===== src/rtl/es_mem_req_unit.sv =====
// rtl/es_mem_req_unit.sv - execute-stage load/store request issuer for the SRAM-like data bus
// Holds one instruction, flags misalignment, drives req/addr/wstrb/wdata and counts outstanding requests.
module es_mem_req_unit #(
  parameter int ADDR_W    = 32,
  parameter int DATA_W    = 32,
  parameter int MAX_OUTST = 2,
  localparam int SB = DATA_W / 8,
  localparam int OW = $clog2(SB)
) (
  input  logic              clk,
  input  logic              resetn,
  input  logic              flush,
  input  logic              in_valid,
  output logic              in_ready,
  input  logic              in_load,
  input  logic              in_store,
  input  logic [1:0]        in_size,
  input  logic              in_kill,
  input  logic [ADDR_W-1:0] in_addr,
  input  logic [DATA_W-1:0] in_wdata,
  output logic              out_valid,
  input  logic              out_ready,
  output logic              out_ale,
  output logic              out_issued,
  output logic [OW-1:0]     out_offs,
  output logic [2:0]        outstanding,
  output logic              req,
  output logic              wr,
  output logic [1:0]        size,
  output logic [SB-1:0]     wstrb,
  output logic [ADDR_W-1:0] addr,
  output logic [DATA_W-1:0] wdata,
  input  logic              addr_ok,
  input  logic              data_ok
);

  typedef enum logic [1:0] {IDLE, ISSUE, DONE, DRAIN} state_e;

  state_e              state_q, state_d;
  logic                load_q, load_d;
  logic                store_q, store_d;
  logic                kill_q, kill_d;
  logic                ale_q, ale_d;
  logic                issued_q, issued_d;
  logic [1:0]          size_q, size_d;
  logic [ADDR_W-1:0]   addr_q, addr_d;
  logic [DATA_W-1:0]   wdata_q, wdata_d;
  logic [SB-1:0]       wstrb_q, wstrb_d;
  logic [2:0]          outst_q, outst_d;

  logic [OW-1:0]       in_offs;
  logic                in_ale;
  logic [SB-1:0]       in_strb;
  logic [DATA_W-1:0]   in_rep;
  logic                req_c;
  logic                hs;
  logic                dec;
  logic                take;

  assign in_offs = in_addr[OW-1:0];

  // Strobe, replication and misalignment of the incoming instruction, captured on acceptance.
  always_comb begin
    in_ale  = 1'b0;
    in_strb = '0;
    in_rep  = '0;
    case (in_size)
      2'd0: in_strb = SB'(1) << in_offs;
      2'd1: begin
        in_ale  = in_addr[0];
        in_strb = SB'(3) << in_offs;
      end
      2'd2: begin
        in_ale  = |in_addr[1:0];
        in_strb = SB'(4'hF) << (in_offs & ~OW'(3));
      end
      default: begin
        in_ale  = (DATA_W != 64) | (|in_addr[2:0]);
        in_strb = '1;
      end
    endcase
    for (int i = 0; i < SB; i++) begin
      case (in_size)
        2'd0:    in_rep[8*i +: 8] = in_wdata[7:0];
        2'd1:    in_rep[8*i +: 8] = in_wdata[8*(i%2) +: 8];
        2'd2:    in_rep[8*i +: 8] = in_wdata[8*(i%4) +: 8];
        default: in_rep[8*i +: 8] = in_wdata[8*i +: 8];
      endcase
    end
  end

  // Only this unit raises the count, so req cannot fall once it has risen in ISSUE.
  assign req_c    = (state_q == DRAIN) | ((state_q == ISSUE) & (outst_q < 3'(MAX_OUTST)));
  assign hs       = req_c & addr_ok;
  assign dec      = data_ok & (outst_q != 3'd0);
  assign in_ready = (state_q == IDLE) | ((state_q == DONE) & out_ready);
  assign take     = in_valid & in_ready & ~flush;

  always_comb begin
    state_d  = state_q;
    load_d   = load_q;
    store_d  = store_q;
    kill_d   = kill_q;
    ale_d    = ale_q;
    issued_d = issued_q;
    size_d   = size_q;
    addr_d   = addr_q;
    wdata_d  = wdata_q;
    wstrb_d  = wstrb_q;
    outst_d  = outst_q + 3'(hs) - 3'(dec);

    case (state_q)
      ISSUE: begin
        if (flush) begin
          state_d = (req_c & ~addr_ok) ? DRAIN : IDLE;
        end else if (hs) begin
          state_d  = DONE;
          issued_d = 1'b1;
        end
      end
      DONE:    if (flush | out_ready) state_d = IDLE;
      DRAIN:   if (addr_ok) state_d = IDLE;
      default: state_d = state_q;
    endcase

    if (take) begin
      load_d   = in_load;
      store_d  = in_store;
      kill_d   = in_kill;
      ale_d    = in_ale;
      issued_d = 1'b0;
      size_d   = in_size;
      addr_d   = in_addr;
      wdata_d  = in_rep;
      wstrb_d  = in_store ? in_strb : '0;
      state_d  = ((in_load | in_store) & ~in_kill & ~in_ale) ? ISSUE : DONE;
    end
  end

  always_ff @(posedge clk) begin
    if (!resetn) begin
      state_q  <= IDLE;
      load_q   <= 1'b0;
      store_q  <= 1'b0;
      kill_q   <= 1'b0;
      ale_q    <= 1'b0;
      issued_q <= 1'b0;
      size_q   <= 2'd0;
      addr_q   <= '0;
      wdata_q  <= '0;
      wstrb_q  <= '0;
      outst_q  <= 3'd0;
    end else begin
      state_q  <= state_d;
      load_q   <= load_d;
      store_q  <= store_d;
      kill_q   <= kill_d;
      ale_q    <= ale_d;
      issued_q <= issued_d;
      size_q   <= size_d;
      addr_q   <= addr_d;
      wdata_q  <= wdata_d;
      wstrb_q  <= wstrb_d;
      outst_q  <= outst_d;
    end
  end

  assign out_valid   = (state_q == DONE);
  assign out_ale     = out_valid & ale_q & (load_q | store_q) & ~kill_q;
  assign out_issued  = out_valid & issued_q;
  assign out_offs    = addr_q[OW-1:0];
  assign outstanding = outst_q;
  assign req         = req_c;
  assign wr          = store_q;
  assign size        = size_q;
  assign wstrb       = wstrb_q;
  assign addr        = addr_q;
  assign wdata       = wdata_q;

endmodule


===== config.mk =====
export PLATFORM = sky130hd
export DESIGN_NAME = es_mem_req_unit
export DESIGN_NICKNAME = d
export VERILOG_FILES = /design/src/rtl/es_mem_req_unit.sv
export SDC_FILE = /design/constraint.sdc
export NUM_CORES = 1
export LEC_CHECK = 0
export BUFFER_PORTS_ARGS = -buffer_cell sky130_fd_sc_hd__buf_2
export CORE_UTILIZATION = 50
export CTS_CLUSTER_SIZE = 40
export DETAILED_ROUTE_END_ITERATION = 10
export GPL_ROUTABILITY_DRIVEN = 0
export PLACE_DENSITY = 0.94
export SYNTH_ARGS = -nofsm -noshare
export SYNTH_HDL_FRONTEND = slang
export SYNTH_SLANG_ARGS = --single-unit

===== constraint.sdc =====
create_clock -name clk -period 5.59 [get_ports clk]
set_clock_uncertainty 0.2 [all_clocks]
set_input_delay 0.559 -clock clk [delete_from_list [all_inputs] [get_ports clk]]
set_output_delay 0.559 -clock clk [all_outputs]
set_load 0.05 [all_outputs]

# Yosys cells after proc, flatten, opt, wreduce, memory -nomap -nowiden
# Index checks and enable logic that the tools add are counted.
[totals]
reg_bits = 80
inputBits = 76
out_inout_bits = 81
wordCells = 71
[op_classes]
addsub = 2
order_cmp = 1
n_eq_ne = 8
shift = 2
muxes = 14
bitwise_logic = 24
n_reduce_logical = 9
[op_table]
columns = ["op", "n"]
rows = [
  ["2-to-1 mux 8 bit", 2],
  ["case mux 8 bit (2 select lines)", 1],
  ["2-to-1 mux 2 bit", 7],
  ["AND 1 bit", 13],
  ["case mux 4 bit (2 select lines)", 1],
  ["== test 2 bit, second input constant", 3],
  ["inverter 1 bit", 6],
  ["case mux 2 bit (3 select lines)", 1],
  ["OR reduction 2 bit", 3],
  ["bitwise OR 1 bit", 5],
  ["== test 2 x 1 -> 1 bit, second input constant", 2],
  ["zero test 2 bit", 2],
  ["2-to-1 mux 4 bit", 1],
  ["!= test 4 bit, second input constant", 1],
  ["AND reduction 4 bit", 1],
  ["nonzero test 4 bit", 1],
  ["<< shifter 1 x 2 -> 4 bit, first input constant", 1],
  ["<< shifter 2 x 2 -> 4 bit, first input constant", 1],
  ["adder 3 x 1 -> 3 bit", 1],
  ["< comparator 3 x 2 -> 1 bit, second input constant", 1],
  ["!= test 3 x 1 -> 1 bit, second input constant", 1],
  ["!= test 3 bit, second input constant", 1],
  ["case mux 1 bit (3 select lines)", 1],
  ["AND reduction 3 bit", 1],
  ["other kinds (2)", 2],
]

# Depth between registers and ports, before layout
[logic_depth]
ltp_word = 8
depth_mapped = 10
ltp_nobuf = 10

# Worst setup path before layout
# No wires, ideal clock.
[synth_timing]
kind = "reg2out"
start = "register state_q[0]"
end = "output port out_ale"
arrival_time_ns = 2.889
required_time_ns = 4.831
slack_ns = 1.942
path_stages_with_launch = 4
path_buffers = 1
cell_sequence = "dfxtp_1 clkbuf_1 nor2b_1 nor4bb_1"
[synth_via]
elab_chain_cells = 4
[synth_lines]
columns = ["item", "line", "source"]
rows = [
  ["start: declaration", "39", "state_e state_q, state_d;"],
  ["start signal: assignment", "154", "state_q <= state_d;"],
  ["== test 2 bit", "168", "assign out_valid = (state_q == DONE);"],
  ["via out_valid", "21", "output logic out_valid,"],
  ["AND 1 bit (3 in a row)", "169", "assign out_ale = out_valid & ale_q & (load_q | store_q) & ~kill_q;"],
  ["end: declaration", "23", "output logic out_ale,"],
]
# The timed path passes the listed nets, and every way through them passes these cells.

# Worst setup path after layout
[layout_timing]
start = "register state_q[1]"
end = "output port out_ale"
[layout_via]
elab_chain_cells = 4
[layout_lines]
columns = ["item", "line"]
rows = [
  ["== test 2 bit", "168"],
  ["AND 1 bit (3 in a row)", "169"],
]
# Every way passes these cells.

==> results_dict.tcl <==
set metrics [dict create \
    antenna_found_initial 0 \
    area_delta_synth_final_pct 28.8 \
    p_leak_nw 2.02 \
    post-route-min-period_ps 2470 \
    status "complete, but fails checks" \
    syn_area_um2 3350 \
    core_um2 6420 \
    maxSlewViolCount 0 \
    cts_sinks 80 \
    h-tree-depth 3 \
    dieArea_um2 7030 \
    cts_inserted_buffers 9 \
    grt_max_degree 89 \
    ys_seq_elements 80 \
    finalCritPeriodShare_pct 44.3 \
    setup_tns_ps 0 \
    failed_checks "design-rule violations" \
    ys_top_cells_by_count "126 x nand2_1, 80 x dfxtp_1, 58 x a21oi_1" \
    grt_pass1_vias 3144 \
    cts_tree "done" \
    finalPower_mw 1.54 \
    grt_pass1_wl_um 14500 \
    reg2reg_slack_ps 3170 \
    initialDrtViolationCount 179 \
    worst-path-stages 3 \
    max_freq_ghz 0.404 \
    end_kind "output pin" \
    die_y_um 83.8 \
    critPathSlowestCell "dfxtp_1" \
    layout.cells.non_filler 637 \
    crit_start "state_q[1]" \
    drtAntennaViolNets 0 \
    cts_resized 0 \
    rows 29 \
    fp.dieW_um 83.8 \
    wl_per_cell_um 14.0 \
    ir_worst_vdd_mv 0.170 \
    finalNetCount 635 \
    clkLatencyLatePin_ps 330 \
    cp.arrival_ps 1720 \
    rsz0062_at_grt "false" \
    postSynthCellCount 421 \
    avgViaCountPerCell 5.39 \
    cts.path.max_buffers 2 \
    r2r_start "state_q[1]" \
    crit_type "flip-flop to output pin" \
    wl_um 8900 \
    dp_cells 621 \
    min_path_cells 3 \
    avgSynthCellArea_um2 7.95 \
    start_util_pct 52.1 \
    post-cts-setup-buffers 0 \
    cts_hold_buf 0 \
    ios 157 \
    ys_async_sr_fraction_pct 0 \
    synth_largest_area_cell "dfxtp_1" \
    gr-total-overflow 0 \
    synth-edff-count 0 \
    path_buf_inv 1 \
    num_vias 3435 \
    worst_ep_required_time_ps 4830 \
    yosys.cell_count.top_type "nand2_1" \
    dr.pass1.iters 9 \
    critPathMaxStageDelay_ps 510 \
    max-slew-margin-rel_pct 19.9 \
    layout-drive-gt1-share_pct 31.8 \
    cp_max_fo 10 \
    yosysWarnings 0 \
    cts.clk_slew.worst_paths_ps 90 \
    hpwl_um 6070 \
    yosysUniqueCellTypes 37 \
    reg2reg_depth 4 \
    syn_nets 501 \
    path_cells "nor2b_1 > nor4bb_1 > buf_2" \
    max-cap-violations 0 \
    crit_family "simple AND/OR/NAND/NOR gates" \
    min_path_type "input port to flip-flop" \
    synth.top_cell.area_share_pct 47.8 \
    synth_area_leaders "dfxtp_1 48%, nand2_1 14%, a21oi_1 8.7%" \
    reg2reg_to "state_q[0]" \
    ys.flop_type "dfxtp_1" \
    clock-root-buffer "clkbuf_8" \
    cp-start-kind "flip-flop" \
    grtUsageTotal_pct 25.9 \
    power.density_nw_per_um2 356 \
    hold_violations 0 \
    ys_seq_area_share_pct 47.8 \
    crit_end "out_ale" \
    setup_violations 0 \
    remaining_drc_errors 20 \
    portBuffers 156 \
    tightest_slew_ps 1200 \
    diodes 0 \
]
[report_power, final]
part | total (mW) | switching, mW | internal [mW]
Sequential | 0.644 | 0.0289 | 0.615
Combinational | 0.416 | 0.300 | 0.116
Clock | 0.476 | 0.209 | 0.266
Total | 1.54 | 0.538 | 0.998
[cell type report]
class                   instances  area, um^2
multi-input cells             302        1580
inverters                       5        18.8
flip-flops and latches         80        1600
clock buffers                  10         138
fillers                       548        2110
repair buffers                157         788
clock inverters                 6        91.3
well taps                      77        96.3
[stage by stage]
step | instance area, um^2 | hold slack, ps | util, % | setup WS, ps
CTS | 4310 | 235 | 67.2 | 3120
floorplan | 3350 | 228 | - | 1940
global placement | 4090 | 239 | 63.6 | 2930
detailed placement | 4090 | 243 | 63.6 | 2860
finish | 4310 | 252 | 67.2 | 3120
global route | 4310 | 229 | 67.2 | 2950
[cells in the final DEF (no fill, tap or decap), types with 2 or more instances in the layout]
cell and count:
a211oi_1 8, a21oi_1 58, a311oi_1 8, a32o_1 2, and2_1 3, buf_2 156, bufinv_16 2, clkbuf_8 10
clkinv_4 2, dfxtp_1 80, ha_1 3, inv_1 4, mux2i_1 17, nand2_1 126, nand3_1 5, nor2_1 27
nor2b_1 3, nor3_1 2, o21ai_0 20, o21ai_1 2, o21bai_1 3
[kinds of logic (layout without fill, tap and decap cells)]
group	count (synthesis)	in the layout	synth area share, %
multiplexers	17	17	5.08
AND/OR/NAND/NOR	173	173	21.1
flip-flops	80	80	47.8
buffers and inverters	39	178	5.19
XOR/XNOR	1	1	0.262
adder cells (fa/ha/maj)	4	4	1.72
AO/OA/AOI/OAI	107	107	18.8
[registers in the layout, summed over array words and instances (netlist names)]
name,count
addr,32
wdata,32
wstrb,4
outstanding,3
size,2
state_q,2
ale_q,1
issued_q,1
kill_q,1
load_q,1
wr,1
[how the worst min path moves through the flow]
stage | startpoint | to | slack, ps
floorplan | issued_q | issued_q | 230
global route | in_addr[13] | addr[13] | 230
CTS | in_addr[13] | addr[13] | 240
finish | in_addr[14] | addr[14] | 250
global placement | addr[9] | addr[9] | 240
detailed placement | addr[10] | addr[10] | 240
[routing by layer]
layer  track usage, %  up-vias  share of wire, %
met3             7.42        9               8.6
met5                0        -                 0
met2             46.5      176                52
met4             8.31        0              0.95
met1             29.4     1567                38
li1                 -     1683                 -
[worst min-delay path, delay by kind of cell]
family | cells | cell delay, ps
AOI/OAI and AO/OA | 1 | 50
and+or+nand+nor | 1 | 40
buffers and inverters | 1 | 90
No activity file was read; power rests on OpenSTA's default activity.
